<file path="src/rtl/frog_pkg.sv">
`default_nettype none
// ============================================================================
// Module      : frog_pkg
// Description : Definitions shared by the log spawner and the log movers:
//               the spawner FSM state type, the LFSR seed and feedback taps,
//               and the log bank size.
// Revision    : 1.0 - initial release
// ============================================================================
package frog_pkg;

    typedef enum logic [1:0] {
        IDLE  = 2'd0,
        ARM   = 2'd1,
        RUN   = 2'd2,
        FLUSH = 2'd3
    } spawn_state_t;

    // Feedback is the XOR of bits 7, 5, 4 and 3 of the current value.
    localparam logic [7:0] c_lfsr_seed = 8'hA5;
    localparam logic [7:0] c_lfsr_taps = 8'hB8;

    // Number of logs in one bank; the log mover sizes its storage from it.
    localparam int bank_size = 4;

endpackage
`default_nettype wire

</file>
<file path="src/rtl/lfsr8.sv">
`default_nettype none
// ============================================================================
// Module      : lfsr8
// Description : 8-bit Fibonacci LFSR. It shifts left every clock and the
//               feedback bit enters at bit 0.
// Ports       : CLK   - clock
//               RESET - synchronous active-high reset, loads the seed
//               q     - current register value
// Revision    : 1.0 - initial release
// ============================================================================
module lfsr8
    import frog_pkg::*;
(
    input  logic       CLK,
    input  logic       RESET,
    output logic [7:0] q
);

    logic [7:0] l_q;
    logic [7:0] l_d;

    always_comb begin
        l_d = {l_q[6:0], ^(l_q & c_lfsr_taps)};
    end

    always_ff @(posedge CLK) begin
        if (RESET) begin
            l_q <= c_lfsr_seed;
        end else begin
            l_q <= l_d;
        end
    end

    assign q = l_q;

endmodule
`default_nettype wire

</file>
<file path="src/rtl/log_spawner.sv">
`default_nettype none
// ============================================================================
// Module      : log_spawner
// Description : Control stage for NUM_LOGS log movers. It generates a
//               frame-locked movement tick, enables the logs one by one after
//               the game starts, supplies each log's start offsets, and
//               provides a free-running pseudo-random lane value.
// Ports       : CLK, RESET    - clock, synchronous active-high reset
//               startOfFrame  - one-cycle pulse per video frame
//               game_active   - high while play is running
//               level         - speed level 0..3
//               enable        - per-log enable, bit i drives log i
//               timer_done    - one-cycle movement tick shared by all logs
//               random_0_15   - pseudo-random lane index
//               start_offsetX - packed 9-bit X offset for each log
//               start_offsetY - packed 9-bit Y offset for each log
// Revision    : 1.0 - initial release
// ============================================================================
module log_spawner
    import frog_pkg::*;
#(
    parameter int NUM_LOGS      = 4,
    parameter int SPAWN_GAP     = 32,
    parameter int OFFSET_STEP_X = 160
) (
    input  logic                  CLK,
    input  logic                  RESET,
    input  logic                  startOfFrame,
    input  logic                  game_active,
    input  logic [1:0]            level,
    output logic [NUM_LOGS-1:0]   enable,
    output logic                  timer_done,
    output logic [3:0]            random_0_15,
    output logic [9*NUM_LOGS-1:0] start_offsetX,
    output logic [9*NUM_LOGS-1:0] start_offsetY
);

    localparam int IDX_W = $clog2(NUM_LOGS) + 1;

    spawn_state_t          state_q, state_d;
    logic [NUM_LOGS-1:0]   enable_q, enable_d;
    logic [IDX_W-1:0]      idx_q, idx_d;
    logic [5:0]            gap_cnt_q, gap_cnt_d;
    logic [1:0]            frame_cnt_q, frame_cnt_d;
    logic                  timer_done_q, timer_done_d;
    logic [9*NUM_LOGS-1:0] y_q, y_d;

    logic [7:0] w_lfsr;
    logic [1:0] w_period_last;
    logic       w_lfsr_unused;

    lfsr8 u_lfsr (
        .CLK   (CLK),
        .RESET (RESET),
        .q     (w_lfsr)
    );

    // Only the low five LFSR bits are consumed here.
    assign w_lfsr_unused = ^w_lfsr[7:5];

    // Tick period is 4 - level frames, so the last count value is 3 - level.
    assign w_period_last = 2'd3 - level;

    always_comb begin
        state_d      = state_q;
        enable_d     = enable_q;
        idx_d        = idx_q;
        gap_cnt_d    = gap_cnt_q;
        frame_cnt_d  = frame_cnt_q;
        timer_done_d = 1'b0;
        y_d          = y_q;

        if ((state_q == ARM || state_q == RUN) && startOfFrame) begin
            if (frame_cnt_q >= w_period_last) begin
                timer_done_d = 1'b1;
                frame_cnt_d  = '0;
            end else begin
                frame_cnt_d = frame_cnt_q + 2'd1;
            end
        end

        case (state_q)
            IDLE: begin
                enable_d  = '0;
                idx_d     = '0;
                gap_cnt_d = '0;
                if (game_active) begin
                    state_d     = ARM;
                    enable_d[0] = 1'b1;
                    y_d[8:0]    = {4'b0, w_lfsr[4:0]};
                    idx_d       = IDX_W'(1);
                end
            end

            ARM: begin
                // Abort wins over an activation due in the same cycle.
                if (!game_active) begin
                    state_d  = FLUSH;
                    enable_d = '0;
                end else if (startOfFrame) begin
                    if (gap_cnt_q == 6'(SPAWN_GAP - 1)) begin
                        gap_cnt_d = '0;
                        idx_d     = idx_q + IDX_W'(1);
                        for (int i = 1; i < NUM_LOGS; i++) begin
                            if (idx_q == IDX_W'(i)) begin
                                enable_d[i]     = 1'b1;
                                y_d[9*i +: 9]   = {4'b0, w_lfsr[4:0]};
                            end
                        end
                        if (idx_q == IDX_W'(NUM_LOGS - 1)) begin
                            state_d = RUN;
                        end
                    end else begin
                        gap_cnt_d = gap_cnt_q + 6'd1;
                    end
                end
            end

            RUN: begin
                if (!game_active) begin
                    state_d  = FLUSH;
                    enable_d = '0;
                end
            end

            FLUSH: begin
                enable_d = '0;
                if (startOfFrame) begin
                    state_d = IDLE;
                end
            end

            default: begin
                state_d  = IDLE;
                enable_d = '0;
            end
        endcase

        // The frame counter and the tick stay quiet whenever play is not running,
        // including the edge that enters FLUSH.
        if (state_d == IDLE || state_d == FLUSH) begin
            frame_cnt_d  = '0;
            timer_done_d = 1'b0;
        end
    end

    always_ff @(posedge CLK) begin
        if (RESET) begin
            state_q      <= IDLE;
            enable_q     <= '0;
            idx_q        <= '0;
            gap_cnt_q    <= '0;
            frame_cnt_q  <= '0;
            timer_done_q <= 1'b0;
            y_q          <= '0;
        end else begin
            state_q      <= state_d;
            enable_q     <= enable_d;
            idx_q        <= idx_d;
            gap_cnt_q    <= gap_cnt_d;
            frame_cnt_q  <= frame_cnt_d;
            timer_done_q <= timer_done_d;
            y_q          <= y_d;
        end
    end

    generate
        for (genvar i = 0; i < NUM_LOGS; i++) begin : g_xoff
            assign start_offsetX[9*i +: 9] = 9'(i * OFFSET_STEP_X);
        end
    endgenerate

    assign enable        = enable_q;
    assign timer_done    = timer_done_q;
    assign random_0_15   = w_lfsr[3:0];
    assign start_offsetY = y_q;

endmodule
`default_nettype wire

</file>
<file path="config.mk">
export PLATFORM = sky130hd
export DESIGN_NAME = log_spawner
export DESIGN_NICKNAME = d
export VERILOG_FILES = /design/src/rtl/frog_pkg.sv /design/src/rtl/lfsr8.sv /design/src/rtl/log_spawner.sv
export SDC_FILE = /design/constraint.sdc
export NUM_CORES = 1
export LEC_CHECK = 0
export ABC_AREA = 1
export BUFFER_PORTS_ARGS = -buffer_cell sky130_fd_sc_hd__buf_2
export CAP_MARGIN = 5
export CORE_ASPECT_RATIO = 0.9
export CORE_MARGIN = 4
export CORE_UTILIZATION = 34
export DETAILED_ROUTE_END_ITERATION = 16
export MAX_ROUTING_LAYER = met4
export PLACE_DENSITY_LB_ADDON = 0.08
export SKIP_CTS_REPAIR_TIMING = 1
export SLEW_MARGIN = 10
export SYNTH_ARGS = -nofsm -noshare
export SYNTH_HDL_FRONTEND = slang
export SYNTH_SLANG_ARGS = --single-unit
</file>
<file path="constraint.sdc">
create_clock -name CLK -period 1.7 [get_ports CLK]
set_input_delay 0.17 -clock CLK [delete_from_list [all_inputs] [get_ports CLK]]
set_output_delay 0.17 -clock CLK [all_outputs]
set_load 0.005 [all_outputs]
</file>
Word level (Yosys, flattened, before mapping). Cells that the tools add are included.

Bits in registers: 46. Bits of input ports: 6. Output and inout bits: 81. Word-level logic and storage cells: 86.

Add/subtract/negate cells: 4. $lt $le $gt $ge: 1. Equality and inequality tests: 18. Muxes and demuxes: 29. Bitwise gates (word level): 1. Reduce and logical (&&, ||, !) cells: 19.

Operators with widths (number): $mux 3 (6); $mux 6 (3); $mux 2 (8); $pmux 4 s4 (1); $reduce_and 4->1 (4); $reduce_and 5->1 (3); $ne 3x2->1 const B (4); $pmux 6 s2 (1); $ne 2x2->1 const B (4); $pmux 2 s4 (1); $reduce_xor 8->1 (1); $mux 1 (7); $add 6x1->6 const B (1); $eq 2x2->1 const B (3); $eq 3x2->1 const B (2); $eq 6x5->1 const B (1); $pmux 3 s2 (1); $logic_not 2->1 (2); $mux 4 (1); $reduce_and 2->1 (2); $add 3x1->3 const B (1); $eq 3x1->1 const B (1); $ne 3x3->1 const B (1); $reduce_and 3->1 (1); other kinds (11) (12).

Depth between registers and ports, before layout. Gate-level depths: netlist (run 1).

Word-level depth: 9. Gate-level depth with buffers: 13. Mapped depth without buffers: 12.

Modules after synthesis. A second synthesis (run 1) with hierarchy kept.

Cell total of the unflattened synthesis: 339. Area total of the unflattened synthesis: 2555.0 µm².

Modules (own cells, without submodules): log_spawner (instances 1, cells each 295, area an instance 2227.1 µm²); lfsr8 (instances 1, cells each 44, area an instance 327.8 µm²).

Worst setup path after synthesis (run 1). No wires, ideal clock.

Path type: reg2reg. Start: reg idx_q[0]. End: reg timer_done_q (netlist: timer_done). Setup time: 0.125 ns. Data arrival time: 1.355 ns. Data required time: 1.575 ns. Path slack: 0.220 ns. Stages on the path, launching flop included: 14. Path buffers: 1. Period minus slack after synthesis: 1.480 ns. Cell sequence: dfxtp_1 ha_1 ha_1 buf_2 nand2_1 inv_1 nand4_1 nand2_1 nand2_1 nand2_1 nand2_1 nand2_1 nand2_1 nor2_1.

Word-level cells in the longest chain between the ends: 9.

RTL lines: start, declared (line log_spawner.sv:42) `logic [IDX_W-1:0] idx_q, idx_d;`; start signal, assigned (line log_spawner.sv:159) `idx_q <= idx_d;`; $eq 3x2->1 (*) (line log_spawner.sv:110) `if (idx_q == IDX_W'(NUM_LOGS - 1)) begin`; $mux 2 (*) (line log_spawner.sv:110); $mux 2 (*) (line log_spawner.sv:101) `if (gap_cnt_q == 6'(SPAWN_GAP - 1)) begin`; $mux 2 (*) (line log_spawner.sv:100) `end else if (startOfFrame) begin`; $mux 2 (*) (line log_spawner.sv:97) `if (!game_active) begin`; $pmux 2 s4 (*) (line log_spawner.sv:82) `case (state_q)`; $eq 2x2->1 or $logic_not 2->1 (tied branches) (line log_spawner.sv:141) `if (state_d == IDLE || state_d == FLUSH) begin`; $logic_or 1x1->1 (*) (line log_spawner.sv:141); $reduce_or 3->1 (no line) (*); end signal, assigned (line log_spawner.sv:162) `timer_done_q <= timer_done_d;`; end, declared (line log_spawner.sv:45) `logic timer_done_q, timer_done_d;`.

Mark *: on every way between the ends. The rest lies on a longest branch, timed or not. A chain may end at the register's enable or synchronous reset.

Worst setup path after layout (run 1).
Start: reg gap_cnt_q[0]. End: reg idx_q[0].

Word-level cells in the longest chain between the ends: 3.

RTL lines: start, declared (line log_spawner.sv:43) `logic [5:0] gap_cnt_q, gap_cnt_d;`; start signal, assigned (line log_spawner.sv:160) `gap_cnt_q <= gap_cnt_d;`; $eq 6x5->1 (line log_spawner.sv:101); $ne 2x1->1 (no line); $reduce_and 4->1 (no line).

Every way passes these cells.

==> results of run 1 <==
==> placed cells by master, fill, tap and decap left out, drive strengths merged <==
master	Yosys	routed
nand2	61	61
conb	2	52
dfxtp	46	46
buf	58	43
inv	36	36
a21oi	31	31
nor2	25	25
nand3	24	24
o21ai	11	11
ha	11	11
clkbuf	4	5
or2	4	4
xnor2	2	2
o22ai	2	2
nor3	2	2
o21a	2	2
clkinv	0	2
xor2	1	1
nand4	1	1
or3	1	1
a31oi	1	1
clkinvlp	0	1
==> registers in the layout (all words and copies together) (netlist names) <==
register / cells
start_offsetY: 20
timer_done: 1
state_q: 2
idx_q: 3
frame_cnt_q: 2
u_lfsr.q: 8
enable: 4
gap_cnt_q: 6
==> metrics by stage <==
stage               instance area (sq um)  setup WS [ps]  cells  hold WS [ps]  utilization
global placement                     2520          118.4    446         361.7       0.3727
CTS                                  2610          68.69    454         40.64       0.3860
global route                         2636          4.727    454         47.10       0.3899
detailed placement                   2520          112.7    446         365.4       0.3727
floorplan                            2621          219.8    375         329.8            -
finish                               2636          134.9    454         54.17       0.3899
==> final cells by class <==
class,count,area share
multi-input cells,231,0.4300
flip-flops and latches,46,0.3507
repair buffers,43,0.09018
inverters,36,0.05221
well taps,90,0.04271
clock buffers,5,0.02610
clock inverters,3,0.008068
==> logic make-up (layout without fill, tap and decap cells) <==
family | count (synthesis) | count (layout)
buffers and inverters | 98 | 87
other | 2 | 52
AND/OR/NAND/NOR | 118 | 118
adder cells (fa/ha/maj) | 11 | 11
AO/OA/AOI/OAI | 47 | 47
flip-flops | 46 | 46
XOR/XNOR | 3 | 3
==> where the power goes <==
part	internal, uW	switching, uW
Sequential	1130	48.3
Clock	289	370
Combinational	126	226
Total	1550	644
==> critical path, stage by stage, from the launching register on <==
cell,delay [ps]
sky130_fd_sc_hd__dfxtp_1,380
sky130_fd_sc_hd__ha_1,220
sky130_fd_sc_hd__nand3_1,140
sky130_fd_sc_hd__nor2_4,160
sky130_fd_sc_hd__nand2_2,100
sky130_fd_sc_hd__buf_4,160
sky130_fd_sc_hd__nand2_1,110
sky130_fd_sc_hd__o21ai_0,90
sky130_fd_sc_hd__a31oi_1,150
==> per-layer routing <==
layer,track usage,routed length [microns]
met5,-,0
met4,0.02679,32
met3,0.02443,312
met2,0.1673,1921
met1,0.1602,2527
==> path summary, 6_finish.rpt <==
kind	cells after the start	end	slack [ps]
worst max-delay path	8	idx_q[0]$_SDFFE_PP0P_	130
worst min-delay path	2	enable[0]$_SDFFE_PP0P_	50
worst max register to register	8	idx_q[0]$_SDFFE_PP0P_	130
worst min register to register	1	u_lfsr.q[7]$_SDFF_PP1_	420
==> impl_metrics.py, run 1 <==
metrics = {
    "synthesis": {
        "synth_edf_count": 0,
        "yosysWarningCount": 0,
        "synthDistinctLibCells": 26,
        "ys_ff_latch": 46,
        "synth.area.mux_share": 0,
        "synth-compound-area-share": 0.1003,
        "syn-mean-instance-area_sq_um": 7.488,
        "synth_cells": 325,
        "synth_top_family_by_area": "buffers and inverters",
        "synth_simple_gate_area_frac": 0.2098,
        "ys_seq_area_frac": 0.3784,
        "most_frequent_cell_after_synthesis": "sky130_fd_sc_hd__nand2_1",
        "synthDominantAreaCellType": "sky130_fd_sc_hd__dfxtp_1",
        "area_share_of_the_largest_cell_type_after_synthesis": 0.3784,
        "synth.area.top_cells": "sky130_fd_sc_hd__dfxtp_1 38%, sky130_fd_sc_hd__buf_4 17%, sky130_fd_sc_hd__nand2_1 8.9%, sky130_fd_sc_hd__a21oi_1 6.4%, sky130_fd_sc_hd__ha_1 5.7%",
        "mappedNetlistArea_sq_um": 2434,
        "synthArstFlopShare": 0,
        "synth-adder-area-share": 0.05656,
        "yosys-top-cells-count": "58 x sky130_fd_sc_hd__nand2_1, 56 x sky130_fd_sc_hd__buf_4, 46 x sky130_fd_sc_hd__dfxtp_1",
        "synth_top_flop_cell": "sky130_fd_sc_hd__dfxtp_1",
        "synthXorXnorAreaFrac": 0.01080,
    },
    "critical_path": {
        "critical_path.max_fanout": 4,
        "worst_setup_path_start_kind": "register",
        "timing.rr.start": "gap_cnt_q[0]$_SDFFE_PP0P_",
        "critPathKind": "reg -> reg",
        "worst_setup_path_end_kind": "register",
        "crit_path_start": "gap_cnt_q[0]$_SDFFE_PP0P_",
        "worst_ep_required_time_ps": 1920,
        "worstPathArrival_ps": 1780,
    },
    "floorplanning": {
        "pin_count": 87,
        "starting_density": 0.3599,
        "x_dimension_of_the_die_microns": 97.18,
        "floorplan.die_area_sq_um": 8577,
        "placement_rows": 28,
        "fp.coreArea_sq_um": 6761,
        "die_height_microns": 88.26,
    },
    "power_and_ir_drop": {
        "powerDensity_nw_per_um2": 831.3,
        "cellLeakagePower_uw": 0.001280,
        "vdd.ir_drop.worst_mv": 0.4056,
        "post-layout-total-power_uw": 2192,
    },
    "clocking": {
        "tritoncts": "built",
        "number_of_levels_the_h_tree_was_split_into": 2,
        "cts-buffers-inserted": 5,
        "ctsRootBufferMaster": "sky130_fd_sc_hd__clkbuf_8",
        "cts.path.max_buffers": 2,
        "clk-insertion-delay-late_ps": 290,
        "clkSlewWorstSetupHoldPaths_ps": 90,
        "cts_sinks": 46,
    },
    "timing": {
        "timing.clock.skew_ps": 8.299,
        "max_freq_mhz": 638.9,
        "min_period_ps": 1565,
        "timing_max_transition_violations_final": 0,
        "final-setup-viol-count": 0,
        "fin_setup_tns_ps": 0,
        "rsz0062_at_grt": "false",
        "period_share": 0.9207,
        "finalHoldViolations": 0,
    },
    "detailed_routing": {
        "detail_route.wl_per_cell_microns": 10.56,
        "final_wirelength_microns": 4793,
        "drt-vias-per-instance": 4.112,
        "antenna_violating_nets_post_route": 0,
        "dr.first_iter.drc_count": 35,
        "drt_pre_antenna_iters": 4,
        "remaining_drc_errors": 0,
        "via_count": 1867,
    },
    "global_route": {
        "grt_pass1_vias": 1654,
        "globalRoute.totalOverflow": 0,
        "antenna_found_initial": 0,
        "largest_net_degree_at_the_start_of_global_routing": 29,
        "grt_first_pass_wirelength_microns": 7790,
        "groute.usage.overall": 0.1138,
    },
    "finish": {
        "diodes": 0,
        "final_net_count": 380,
        "multiInputGateArea_sq_um": 1134,
        "fraction_of_final_layout_cells_with_drive_strength_greater_than_1": 0.1978,
        "flow.area_growth_from_synthesis_pct": 8.329,
        "final_layout_fill_cell_count": 737,
        "seq_area_sq_um": 924.6,
    },
    "placed_design": {
        "port_buffers": 34,
        "post-dp-hpwl_microns": 3684,
        "gpl.final_weighted_congestion": 0.7837,
    },
    "hold_path": {
        "min-delay-start": "RESET",
        "min-delay-path-class": "in -> reg",
    },
    "job": {
        "drv.max_cap_violation_count": 0,
    },
    "outcome": {
        "run_status": "finished clean",
    },
}
No activity file was read; power rests on OpenSTA's default activity.
==> run 2: changes to the inputs <==
- CORE_MARGIN: 4 -> not set
- CORE_UTILIZATION: 34 -> 45
==> run 2 against run 1 <==
Effect of this change: cell area fell by 2.6%; clock-buffer cell count did not move; via count rose by 0.80%; clock skew fell by 5.5 ps; worst hold slack improved by 150 ps; critical path type unchanged.
==> impl_metrics.py, run 2 (synthesis gave the netlist of run 1 again) <==
metrics = {
    "outcome": {
        "run_status": "finished clean",
    },
    "finish": {
        "mostFrequentLayoutCells": "58 x sky130_fd_sc_hd__nand2_1, 52 x sky130_fd_sc_hd__conb_1, 43 x sky130_fd_sc_hd__dfxtp_1, 34 x sky130_fd_sc_hd__buf_2, 33 x sky130_fd_sc_hd__inv_1",
        "layout.cells.most_common": "sky130_fd_sc_hd__nand2_1",
        "largest_register_ffs": 20,
        "final_net_count": 378,
        "fraction_of_final_layout_cells_with_drive_strength_greater_than_1": 0.1801,
        "diodes": 0,
        "flow.area_growth_from_synthesis_pct": 5.553,
        "fin_area_sq_um": 2569,
        "final_layout_fill_cell_count": 544,
    },
    "detailed_routing": {
        "via_count": 1882,
        "antenna_violating_nets_post_route": 0,
        "drt-vias-per-instance": 4.397,
        "final_wirelength_microns": 4257,
        "remaining_drc_errors": 0,
        "drt_pre_antenna_iters": 6,
        "detail_route.wl_per_cell_microns": 9.946,
        "dr.first_iter.drc_count": 83,
    },
    "timing": {
        "timing.clock.skew_ps": 2.817,
        "finalHoldWorstSlack_ps": 207.6,
        "timing_max_transition_violations_final": 0,
        "min_period_ps": 1568,
        "final-setup-viol-count": 0,
        "period_share": 0.9221,
        "fin_setup_tns_ps": 0,
        "rsz0062_at_grt": "false",
        "finalHoldViolations": 0,
        "max_freq_mhz": 638.0,
    },
    "global_route": {
        "grt_pass1_vias": 1524,
        "grt_first_pass_wirelength_microns": 7017,
        "largest_net_degree_at_the_start_of_global_routing": 18,
        "antenna_found_initial": 0,
        "groute.usage.overall": 0.1620,
        "globalRoute.totalOverflow": 0,
    },
    "clocking": {
        "cts-buffers-inserted": 5,
        "tritoncts": "built",
        "number_of_levels_the_h_tree_was_split_into": 2,
        "ctsRootBufferMaster": "sky130_fd_sc_hd__clkbuf_8",
        "clk-insertion-delay-late_ps": 280,
        "cts.path.max_buffers": 2,
        "cts_sinks": 46,
        "clkSlewWorstSetupHoldPaths_ps": 80,
    },
    "placed_design": {
        "post-dp-hpwl_microns": 3239,
        "placement.cell_area_sq_um": 2476,
        "gpl.final_weighted_congestion": 0.8537,
        "port_buffers": 34,
    },
    "critical_path": {
        "worst_setup_path_start_kind": "register",
        "critPathKind": "reg -> reg",
        "critical_path.max_fanout": 4,
        "worstPathArrival_ps": 1780,
        "worst_setup_path_end_kind": "register",
        "r2r_cells": 8,
        "worst_ep_required_time_ps": 1910,
    },
    "power_and_ir_drop": {
        "powerDensity_nw_per_um2": 831.3,
        "vdd.ir_drop.worst_mv": 0.6152,
        "cellLeakagePower_uw": 0.001270,
    },
    "floorplanning": {
        "floorplan.die_area_sq_um": 5706,
        "fp.coreArea_sq_um": 5224,
        "die_height_microns": 71.77,
        "pin_count": 87,
        "placement_rows": 25,
        "x_dimension_of_the_die_microns": 79.52,
        "starting_density": 0.4659,
    },
    "hold_path": {
        "min-delay-path-class": "in -> reg",
        "min_delay_path_depth": 3,
    },
    "job": {
        "drv.max_cap_violation_count": 0,
    },
}
[run 2: changes by cell type in the layout (fill, tap and decap cells not counted), sizes merged]
cell      before  now
buf           43   41
clkinvlp       1    0
[run 2: per-layer routing]
metal | global-route usage | up-vias | part of all wire
met3 | 0.03694 | 2 | 0.056
li1 | - | 987 | -
met5 | - | - | 0
met4 | 0.04242 | 0 | 0.0052
met1 | 0.2338 | 826 | 0.54
met2 | 0.2251 | 67 | 0.40
[run 2: per-stage QoR]
stage          utilization  instances  worst slack [ps]  power [uW]
3_3_place_gp        0.4740        421             76.77        1533
5_1_grt             0.4917        428            0.4039        2267
3_5_place_dp        0.4740        421             78.83        1533
4_1_cts             0.4891        428             59.18        2159
2_1_floorplan            -        375             219.8        1524
6_report            0.4917        428             132.5        2135
[run 2: path summary, 6_finish.rpt]
kind,from,endpoint,slack [ps]
max,gap_cnt_q[0]$_SDFFE_PP0P_,idx_q[0]$_SDFFE_PP0P_,130
min,game_active,idx_q[0]$_SDFFE_PP0P_,210
max reg2reg,gap_cnt_q[0]$_SDFFE_PP0P_,idx_q[0]$_SDFFE_PP0P_,130
min reg2reg,u_lfsr.q[6]$_SDFF_PP0_,u_lfsr.q[7]$_SDFF_PP1_,420
[run 2: critical path, stage by stage (launching register included)]
cell and delay [ps]:
sky130_fd_sc_hd__dfxtp_1 380, sky130_fd_sc_hd__ha_1 210, sky130_fd_sc_hd__nand3_1 130, sky130_fd_sc_hd__nor2_4 150, sky130_fd_sc_hd__nand2_2 100, sky130_fd_sc_hd__buf_4 160
sky130_fd_sc_hd__nand2_1 120, sky130_fd_sc_hd__o21ai_0 90, sky130_fd_sc_hd__a31oi_1 160
[run 2: final cells by class]
cell class	count	area [sq um]	share of cell area
Clock inverter	2	10.01	0.003897
Tap cell	67	83.83	0.03264
Multi-Input combinational cell	231	1121	0.4364
Sequential cell	46	924.6	0.3600
Clock buffer	5	68.82	0.02679
Inverter	36	137.6	0.05358
Timing Repair Buffer	41	222.7	0.08670
[run 2: power by group]
part / internal (uW) / switching, uW / leakage, uW
logic: 117 / 217 / 0.000849
clock network: 277 / 346 / 0.0000438
registers: 1130 / 47.4 / 0.000376
total: 1530 / 610 / 0.00127
